===== src/rtl/seq_det_ctrl_if.sv =====
// Configuration, control and serial-stream bundle for seq_det_ctrl.
//   master : drives cfg_*, start, abort, x, x_valid; observes cfg_ready, cfg_err,
//            z, hit_count, busy, done
//   slave  : the detector controller (mirror of master)
interface seq_det_ctrl_if #(
    parameter int unsigned MAXLEN = 8,
    parameter int unsigned LENW   = 4,
    parameter int unsigned CNTW   = 8
);
    // configuration handshake
    logic              cfg_valid;
    logic              cfg_ready;
    logic [MAXLEN-1:0] cfg_pattern;
    logic [LENW-1:0]   cfg_len;
    logic              cfg_overlap;
    logic [CNTW-1:0]   cfg_target;
    logic              cfg_err;

    // run control and status
    logic              start;
    logic              abort;
    logic [CNTW-1:0]   hit_count;
    logic              busy;
    logic              done;

    // serial stream and match pulse
    logic              x;
    logic              x_valid;
    logic              z;

    modport master (
        output cfg_valid, cfg_pattern, cfg_len, cfg_overlap, cfg_target,
        output start, abort, x, x_valid,
        input  cfg_ready, cfg_err, z, hit_count, busy, done
    );

    modport slave (
        input  cfg_valid, cfg_pattern, cfg_len, cfg_overlap, cfg_target,
        input  start, abort, x, x_valid,
        output cfg_ready, cfg_err, z, hit_count, busy, done
    );
endinterface


===== src/rtl/seq_det_ctrl.sv =====
// Programmable serial sequence-detector controller.
// A pattern (length 1..MAXLEN, MSB received first) is loaded over a valid/ready
// handshake, a run is armed with start, and qualified bits of x are scanned.
// z is a zero-latency Mealy match pulse; matches are counted and the run stops
// in DONE once a non-zero target is reached.
// Ports:
//   clk    rising-edge clock
//   reset  synchronous active-low reset
//   bus    seq_det_ctrl_if.slave (cfg handshake, start/abort, x/x_valid,
//          z, hit_count, busy, done, cfg_ready, cfg_err)
module seq_det_ctrl #(
    parameter int unsigned MAXLEN = 8,
    parameter int unsigned LENW   = 4,
    parameter int unsigned CNTW   = 8
) (
    input  logic          clk,
    input  logic          reset,
    seq_det_ctrl_if.slave bus
);

    localparam int unsigned      HISTW    = MAXLEN - 1;
    localparam logic [LENW-1:0]  LEN_MAX  = LENW'(MAXLEN);
    localparam logic [LENW-1:0]  FILL_MAX = LENW'(MAXLEN - 1);

    typedef enum logic [1:0] {
        S_IDLE = 2'd0,
        S_RUN  = 2'd1,
        S_DONE = 2'd2
    } state_t;

    state_t            state_q;
    logic [HISTW-1:0]  hist_q;
    logic [LENW-1:0]   fill_q;
    logic [MAXLEN-1:0] pat_q;
    logic [LENW-1:0]   len_q;
    logic              ovl_q;
    logic [CNTW-1:0]   tgt_q;
    logic [CNTW-1:0]   hit_q;
    logic              cfg_ready_q;
    logic              cfg_err_q;
    logic              busy_q;
    logic              done_q;

    logic [MAXLEN-1:0] window_c;
    logic              mismatch_c;
    logic              match_c;
    logic [CNTW-1:0]   hit_inc_c;
    logic              hit_final_c;
    logic              cfg_acc_c;
    logic              cfg_legal_c;

    // Match datapath: compare the low len bits of {history, x} with the pattern.
    always_comb begin
        window_c   = {hist_q, bus.x};
        mismatch_c = 1'b0;
        for (int unsigned i = 0; i < MAXLEN; i++) begin
            if ((LENW'(i) < len_q) && (window_c[i] != pat_q[i])) begin
                mismatch_c = 1'b1;
            end
        end
        // fill >= len-1 guarantees every compared history bit came from this run
        match_c     = (state_q == S_RUN) && bus.x_valid &&
                      (fill_q >= (len_q - LENW'(1))) && !mismatch_c;
        hit_inc_c   = hit_q + CNTW'(1);
        hit_final_c = match_c && (tgt_q != '0) && (hit_inc_c == tgt_q);
        cfg_acc_c   = bus.cfg_valid && cfg_ready_q;
        cfg_legal_c = (bus.cfg_len != '0) && (bus.cfg_len <= LEN_MAX);
    end

    // Controller FSM, configuration registers, history and hit counter.
    always_ff @(posedge clk) begin
        if (!reset) begin
            state_q     <= S_IDLE;
            hist_q      <= '0;
            fill_q      <= '0;
            pat_q       <= '0;
            len_q       <= LENW'(1);
            ovl_q       <= 1'b0;
            tgt_q       <= '0;
            hit_q       <= '0;
            cfg_ready_q <= 1'b1;
            cfg_err_q   <= 1'b0;
            busy_q      <= 1'b0;
            done_q      <= 1'b0;
        end else begin
            // cfg_ready is low in RUN, so an accept only happens in IDLE/DONE
            if (cfg_acc_c) begin
                if (cfg_legal_c) begin
                    pat_q     <= bus.cfg_pattern;
                    len_q     <= bus.cfg_len;
                    ovl_q     <= bus.cfg_overlap;
                    tgt_q     <= bus.cfg_target;
                    cfg_err_q <= 1'b0;
                    done_q    <= 1'b0;
                    if (state_q == S_DONE) begin
                        state_q <= S_IDLE;
                    end
                end else begin
                    cfg_err_q <= 1'b1;
                end
            end

            unique case (state_q)
                S_IDLE, S_DONE: begin
                    // a coincident start overrides the DONE->IDLE move above
                    if (bus.start) begin
                        state_q     <= S_RUN;
                        hist_q      <= '0;
                        fill_q      <= '0;
                        hit_q       <= '0;
                        done_q      <= 1'b0;
                        busy_q      <= 1'b1;
                        cfg_ready_q <= 1'b0;
                    end
                end

                S_RUN: begin
                    if (bus.x_valid) begin
                        if (match_c && !ovl_q) begin
                            // non-overlapping: next match needs len fresh bits
                            hist_q <= '0;
                            fill_q <= '0;
                        end else begin
                            hist_q <= HISTW'({hist_q, bus.x});
                            if (fill_q < FILL_MAX) begin
                                fill_q <= fill_q + LENW'(1);
                            end
                        end
                    end

                    if (match_c) begin
                        hit_q <= hit_inc_c;
                    end

                    // reaching the target wins over a simultaneous abort
                    if (hit_final_c) begin
                        state_q     <= S_DONE;
                        done_q      <= 1'b1;
                        busy_q      <= 1'b0;
                        cfg_ready_q <= 1'b1;
                    end else if (bus.abort) begin
                        state_q     <= S_IDLE;
                        busy_q      <= 1'b0;
                        cfg_ready_q <= 1'b1;
                    end
                end

                default: begin
                    state_q     <= S_IDLE;
                    busy_q      <= 1'b0;
                    cfg_ready_q <= 1'b1;
                end
            endcase
        end
    end

    assign bus.z         = match_c;
    assign bus.hit_count = hit_q;
    assign bus.busy      = busy_q;
    assign bus.done      = done_q;
    assign bus.cfg_ready = cfg_ready_q;
    assign bus.cfg_err   = cfg_err_q;

endmodule


===== src/flat_wrapper.sv =====
// flat-port wrapper written by rule: the top's interface ports become plain ports
module seq_det_ctrl_flat 
#(
    parameter int unsigned MAXLEN = 8,
    parameter int unsigned LENW   = 4,
    parameter int unsigned CNTW   = 8
)
  (clk, reset, bus_cfg_valid, bus_cfg_pattern, bus_cfg_len, bus_cfg_overlap, bus_cfg_target, bus_start, bus_abort, bus_x, bus_x_valid, bus_cfg_ready, bus_cfg_err, bus_z, bus_hit_count, bus_busy, bus_done);
  seq_det_ctrl_if #(.MAXLEN(MAXLEN), .LENW(LENW), .CNTW(CNTW)) bus_i ();
  input  logic clk;
  input  logic reset;
  input wire logic [$bits(bus_i.cfg_valid)-1:0] bus_cfg_valid;
  input wire logic [$bits(bus_i.cfg_pattern)-1:0] bus_cfg_pattern;
  input wire logic [$bits(bus_i.cfg_len)-1:0] bus_cfg_len;
  input wire logic [$bits(bus_i.cfg_overlap)-1:0] bus_cfg_overlap;
  input wire logic [$bits(bus_i.cfg_target)-1:0] bus_cfg_target;
  input wire logic [$bits(bus_i.start)-1:0] bus_start;
  input wire logic [$bits(bus_i.abort)-1:0] bus_abort;
  input wire logic [$bits(bus_i.x)-1:0] bus_x;
  input wire logic [$bits(bus_i.x_valid)-1:0] bus_x_valid;
  output wire logic [$bits(bus_i.cfg_ready)-1:0] bus_cfg_ready;
  output wire logic [$bits(bus_i.cfg_err)-1:0] bus_cfg_err;
  output wire logic [$bits(bus_i.z)-1:0] bus_z;
  output wire logic [$bits(bus_i.hit_count)-1:0] bus_hit_count;
  output wire logic [$bits(bus_i.busy)-1:0] bus_busy;
  output wire logic [$bits(bus_i.done)-1:0] bus_done;
  assign bus_i.cfg_valid = bus_cfg_valid;
  assign bus_i.cfg_pattern = bus_cfg_pattern;
  assign bus_i.cfg_len = bus_cfg_len;
  assign bus_i.cfg_overlap = bus_cfg_overlap;
  assign bus_i.cfg_target = bus_cfg_target;
  assign bus_i.start = bus_start;
  assign bus_i.abort = bus_abort;
  assign bus_i.x = bus_x;
  assign bus_i.x_valid = bus_x_valid;
  assign bus_cfg_ready = bus_i.cfg_ready;
  assign bus_cfg_err = bus_i.cfg_err;
  assign bus_z = bus_i.z;
  assign bus_hit_count = bus_i.hit_count;
  assign bus_busy = bus_i.busy;
  assign bus_done = bus_i.done;
  seq_det_ctrl #(.MAXLEN(MAXLEN), .LENW(LENW), .CNTW(CNTW)) u_core (.clk(clk), .reset(reset), .bus(bus_i));
endmodule

===== config.mk =====
export PLATFORM = sky130hd
export DESIGN_NAME = seq_det_ctrl_flat
export DESIGN_NICKNAME = d
export VERILOG_FILES = /design/src/rtl/seq_det_ctrl_if.sv /design/src/rtl/seq_det_ctrl.sv /design/src/flat_wrapper.sv
export SDC_FILE = /design/constraint.sdc
export NUM_CORES = 1
export LEC_CHECK = 0
export ABC_AREA = 1
export CAP_MARGIN = 15
export CORE_ASPECT_RATIO = 1.5
export CORE_UTILIZATION = 35
export DETAILED_ROUTE_END_ITERATION = 10
export DONT_BUFFER_PORTS = 1
export HOLD_SLACK_MARGIN = 0.12
export SLEW_MARGIN = 20
export SYNTH_ARGS = -nofsm -noshare
export SYNTH_HDL_FRONTEND = slang
export SYNTH_SLANG_ARGS = --single-unit

===== constraint.sdc =====
create_clock -name clk -period 2.5 [get_ports clk]
set_input_delay 0.5 -clock clk [delete_from_list [all_inputs] [get_ports clk]]
set_output_delay 0.5 -clock clk [all_outputs]
set_load 0.02 [all_outputs]

# Word-level counts from Yosys, hierarchy flattened
# Cells that the tools add are included.
dict set report classes {
  n_lt_le_gt_ge 11
  n_reduce_logical 28
  n_addsub 3
  n_mux 41
  eq_ne 16
}
# op n
set op_table {}
lappend op_table {{two-way mux 7 bit} 3}
lappend op_table {{two-way mux 1 bit} 19}
lappend op_table {{logical AND 1 bit} 16}
lappend op_table {{< comparator 3 x 4 -> 1 bit (first input constant)} 4}
lappend op_table {{two-way mux 4 bit} 4}
lappend op_table {{two-way mux 8 bit} 2}
lappend op_table {{case mux 8 bit (2 select lines)} 1}
lappend op_table {{case mux 7 bit (2 select lines)} 1}
lappend op_table {{two-way mux 2 bit} 6}
lappend op_table {{adder 8 x 1 -> 8 bit (second input constant)} 1}
lappend op_table {{== test 8 bit} 1}
lappend op_table {{< comparator 1 x 4 -> 1 bit (first input constant)} 2}
lappend op_table {{< comparator 2 x 4 -> 1 bit (first input constant)} 2}
lappend op_table {{!= test 1 bit} 8}
lappend op_table {{case mux 4 bit (2 select lines)} 1}
lappend op_table {{nonzero test 8 bit} 1}
lappend op_table {{case mux 1 bit (2 select lines)} 3}
lappend op_table {{AND reduction 3 bit} 2}
lappend op_table {{adder 4 x 1 -> 4 bit (second input constant)} 1}
lappend op_table {{>= comparator 4 bit} 1}
lappend op_table {{less-or-equal comparator 4 bit (second input constant)} 1}
lappend op_table {{< comparator 4 x 3 -> 1 bit (second input constant)} 1}
lappend op_table {{!= test 2 bit (second input constant)} 2}
lappend op_table {{case mux 2 bit (2 select lines)} 1}
lappend op_table {{13 further kinds} 15}
dict set report word_totals {
  ff_bits 46
  elab_cells 111
  output_inout_bits 13
}

# Logic depth before layout (Yosys ltp)
dict set report depth {
  depth_word 16
  ltp_mapped 13
  ltp_nobuf 13
}

# Least setup slack after synthesis
# No wires, ideal clock.
dict set report synth_timing {
  path_kind {register -> output}
  from {register u_core.len_q[0]}
  to {output port bus_z}
  path_slack_ns 0.369
  required_ns 2.000
  path_stages_with_launch 10
  arrival_ns 1.631
  path_cell_list {dfxtp_1 inv_1 ha_1 ha_1 inv_1 o21bai_1 nand3_1 nand3_1 nand3_2 inv_1}
}
dict set report synth_via {
  elab_chain_len 12
  elab_cells_between_ends 29
  cone_classes {add/sub: 1; order compare: 9; mux: 8; reduce/logical: 11}
}
# element line_no
set synth_lines {}
lappend synth_lines {{start, declared} seq_det_ctrl.sv:35} ;# logic [LENW-1:0] len_q;
lappend synth_lines {{start signal, assigned} seq_det_ctrl.sv:90} ;# len_q <= bus.cfg_len;
lappend synth_lines {{< comparator 1 x 4 -> 1 bit} seq_det_ctrl.sv:57} ;# if ((LENW'(i) < len_q) && (window_c[i] != pat_q[i])) begin
lappend synth_lines {{logical AND 1 bit} seq_det_ctrl.sv:57}
lappend synth_lines {{two-way mux 1 bit (8 in a row)} seq_det_ctrl.sv:57}
lappend synth_lines {{zero test 1 bit} seq_det_ctrl.sv:63} ;# (fill_q >= (len_q - LENW'(1))) && !mismatch_c;
lappend synth_lines {{logical AND 1 bit (*)} seq_det_ctrl.sv:63}
lappend synth_lines {{end, declared} flat_wrapper.sv:23} ;# output wire logic [$bits(bus_i.z)-1:0] bus_z;
# Mark *: on every way between the ends. The rest lies on a longest branch, timed or not.

# Final worst setup path
# Ends and elaborated chain as after synthesis.

==> impl_metrics.env <==
export IMPL_drtAntennaViolNets=0
export IMPL_yosys_top_cells_area="dfxtp_1, nand2_1, a21oi_1"
export IMPL_cts_path_max_buffers=2
export IMPL_vias_per_cell=5.146
export IMPL_peakVddDrop_mv=0.2650
export IMPL_synth_top_cell_by_area="dfxtp_1"
export IMPL_hold_class="in -> reg"
export IMPL_path_cells="inv_1, ha_1, ha_1, inv_1, o21bai_1, nand3_1, nand3_2, nand3_4, inv_4"
export IMPL_syn_instance_count=382
export IMPL_htree_levels=2
export IMPL_cts_hold_fix_buffers=0
export IMPL_tightest_slew_ns=0.4488
export IMPL_layout_drive_gt1_share_pct=9.278
export IMPL_grt_pass1_wl_um=10120
export IMPL_grt_max_degree=38
export IMPL_layout_cells_non_filler=466
export IMPL_root_buffer="clkbuf_8"
export IMPL_netlist_cell_type_count=33
export IMPL_fp_row_count=37
export IMPL_initial_utilization_pct=36.83
export IMPL_cts_buffers=5
export IMPL_yosys_warnings=0
export IMPL_vias=2398
export IMPL_reg2reg_slack_ns=0.20
export IMPL_worstSkewPairLatency_ns=0.30
export IMPL_p_leak_nw=1.181
export IMPL_fp_coreArea_um2=6944
export IMPL_clk_pin_slew_ns=0.09
export IMPL_power_total_mw=1.771
export IMPL_cp_end_kind="output port"
export IMPL_start_kind="flop"
export IMPL_crit_type="reg -> out"
export IMPL_gp_congestion=0.8347
export IMPL_worst_path_max_delay_cell="dfxtp_2"
export IMPL_fin_area_um2=2809
export IMPL_drc_errors=0
export IMPL_avgSynthCellArea_um2=6.695
export IMPL_hold_viol=0
export IMPL_hpwl_um=4747
export IMPL_fin_tns_setup_ns=0
export IMPL_antenna_found_initial=0
export IMPL_synth_top_area_share_pct=36.01
export IMPL_antenna_cells=0
export IMPL_ys_ff_latch=46
export IMPL_setup_viol=0
export IMPL_dpl_cell_area_um2=2666
export IMPL_die_x_um=71.80
export IMPL_crit_required_ns=2.00
export IMPL_routed_wl_um=6267
export IMPL_cap_violations=0
export IMPL_drt_iter0_markers=111
export IMPL_dp_cells=457
export IMPL_finalMaxSlewViolations=0
export IMPL_p_per_area_nw_per_um2=630.4
export IMPL_rsz0062_at_grt="no"
export IMPL_grt_use_total_pct=16.91
export IMPL_first_global_vias=2184
export IMPL_cpLargestDelayFamily="adder cells"
export IMPL_skew_ns=0.008965
export IMPL_critPathBufInv=3
export IMPL_areaGrowthSynthToFinish_pct=9.833
export IMPL_fin_crit_sh_pct=95.65
export IMPL_die_area_um2=7660
export IMPL_grt_overflow_total=0
export IMPL_cp_data_arrival_time_ns=1.89
export IMPL_path_max_fanout=4
export IMPL_clock_sinks=46
export IMPL_ys_seq_area_share_pct=36.01
export IMPL_tritoncts="yes"
export IMPL_nNetsFinal=424
export IMPL_syn_area_um2=2557
export IMPL_io_pins=41
export IMPL_slew_headroom_pct=69.99
export IMPL_status="finished, final reports clean"
export IMPL_slowest_delay_ns=0.36
export IMPL_die_y_um=106.7
export IMPL_period_needed_ns=2.391
export IMPL_portBuffers=0
export IMPL_nFillCells=729
export IMPL_dr_pass1_iters=4
export IMPL_syn_nets=419
export IMPL_max_freq_ghz=0.4182
export IMPL_route_detailed_wl_per_inst_um=13.45
[layout by cell type, fill, tap and decap left out, types with 2 or more instances in the layout]
cell / synthesis / routed
ha_1: 9 / 9
o21ai_1: 7 / 7
nor3_1: 2 / 2
clkbuf_1: 10 / 2
nand3_1: 32 / 31
nor2_1: 22 / 22
nor4_1: 2 / 2
o21bai_1: 3 / 3
o21ai_0: 30 / 30
xor2_1: 3 / 3
nand2_2: 2 / 2
nand2_1: 88 / 88
dfxtp_2: 0 / 3
inv_1: 48 / 47
nand3b_1: 3 / 3
dfxtp_1: 46 / 43
nand4_1: 7 / 7
inv_2: 3 / 3
a21oi_1: 47 / 47
buf_4: 0 / 9
nor2_4: 1 / 3
clkbuf_8: 0 / 5
nor2_2: 4 / 2
[layout make-up]
cell class	instances	area, um^2	share of cell area, %
Clock inverter	1	30.03	1.069
Inverter	52	197.7	7.038
Multi-Input combinational cell	273	1415	50.38
Tap cell	78	97.59	3.474
Timing Repair Buffer	9	67.56	2.405
Sequential cell	46	924.6	32.92
Clock buffer	7	76.32	2.717
[per-layer routing]
metal	GRT usage, %	routed length (um)
met4	7.423	154
met1	18.80	2613
met3	3.008	283
met2	30.80	3215
met5	0	0
[synthesized netlist by cell type]
library cell	n
nand2_1	88
inv_1	48
a21oi_1	47
dfxtp_1	46
nand3_1	32
o21ai_0	30
nor2_1	22
clkbuf_1	10
ha_1	9
nand4_1	7
o21ai_1	7
nor2_2	4
inv_2	3
nand3b_1	3
o21bai_1	3
xor2_1	3
nand2_2	2
nor3_1	2
nor4_1	2
a211oi_1	1
a21oi_2	1
and3_1	1
buf_6	1
clkinv_1	1
nand2_4	1
nand3_2	1
nor2_4	1
nor3_2	1
o211ai_1	1
o21ai_4	1
o31ai_1	1
or2_2	1
xnor2_1	1
[logic make-up (layout without fill, tap and decap cells)]
| group | Yosys count | after routing | share of synthesized area [%] |
|---|---|---|---|
| AO/OA/AOI/OAI | 92 | 92 | 19.18 |
| XOR/XNOR | 4 | 4 | 1.370 |
| adder cells (fa/ha/maj) | 9 | 9 | 4.403 |
| buffers and inverters | 63 | 69 | 9.540 |
| flip-flops | 46 | 46 | 36.01 |
| AND/OR/NAND/NOR | 168 | 168 | 29.50 |
[what timing repair did]
action                                  CTS  global route
gates cloned                              0             0
pin swaps                                 1             0
endpoints found under the setup margin    1             9
buffers inserted                          1             0
hold endpoints to repair                  0             0
resized for setup                         4             5
[per-stage QoR]
step | hold WS [ns] | utilization (%) | setup WS [ns]
2_1_floorplan | 0.4437 | - | 0.3695
3_3_place_gp | 0.4534 | 38.40 | 0.2393
3_5_place_dp | 0.4589 | 38.40 | 0.1807
4_1_cts | 0.2874 | 40.20 | 0.05394
5_1_grt | 0.2899 | 40.45 | 0.02008
6_report | 0.2831 | 40.45 | 0.1087
[power by group]
part           total (mW)  internal [mW]  switching, mW
sequential          0.851          0.790         0.0606
clock               0.557          0.300          0.257
combinational       0.363          0.133          0.230
total                1.77           1.22          0.548
[flip-flops by register name, summed over array words and instances (netlist names)]
| signal | cells |
|---|---|
| u_core.state_q | 2 |
| u_core.bus.cfg_ready | 1 |
| u_core.fill_q | 4 |
| u_core.tgt_q | 8 |
| u_core.bus.hit_count | 8 |
| u_core.len_q | 4 |
| u_core.hist_q | 7 |
| u_core.pat_q | 8 |
| u_core.bus.busy | 1 |
| u_core.ovl_q | 1 |
| u_core.bus.done | 1 |
| u_core.bus.cfg_err | 1 |
[final timing paths]
| check | to | depth (start not counted) | from |
|---|---|---|---|
| min | u_core.bus.cfg_ready | 1 | reset |
| max reg2reg | u_core.bus.hit_count[0] | 12 | u_core.len_q[0] |
| max | bus_z | 9 | u_core.len_q[0] |
| min reg2reg | u_core.pat_q[1] | 2 | u_core.pat_q[1] |
No activity file was read; power rests on OpenSTA's default activity.
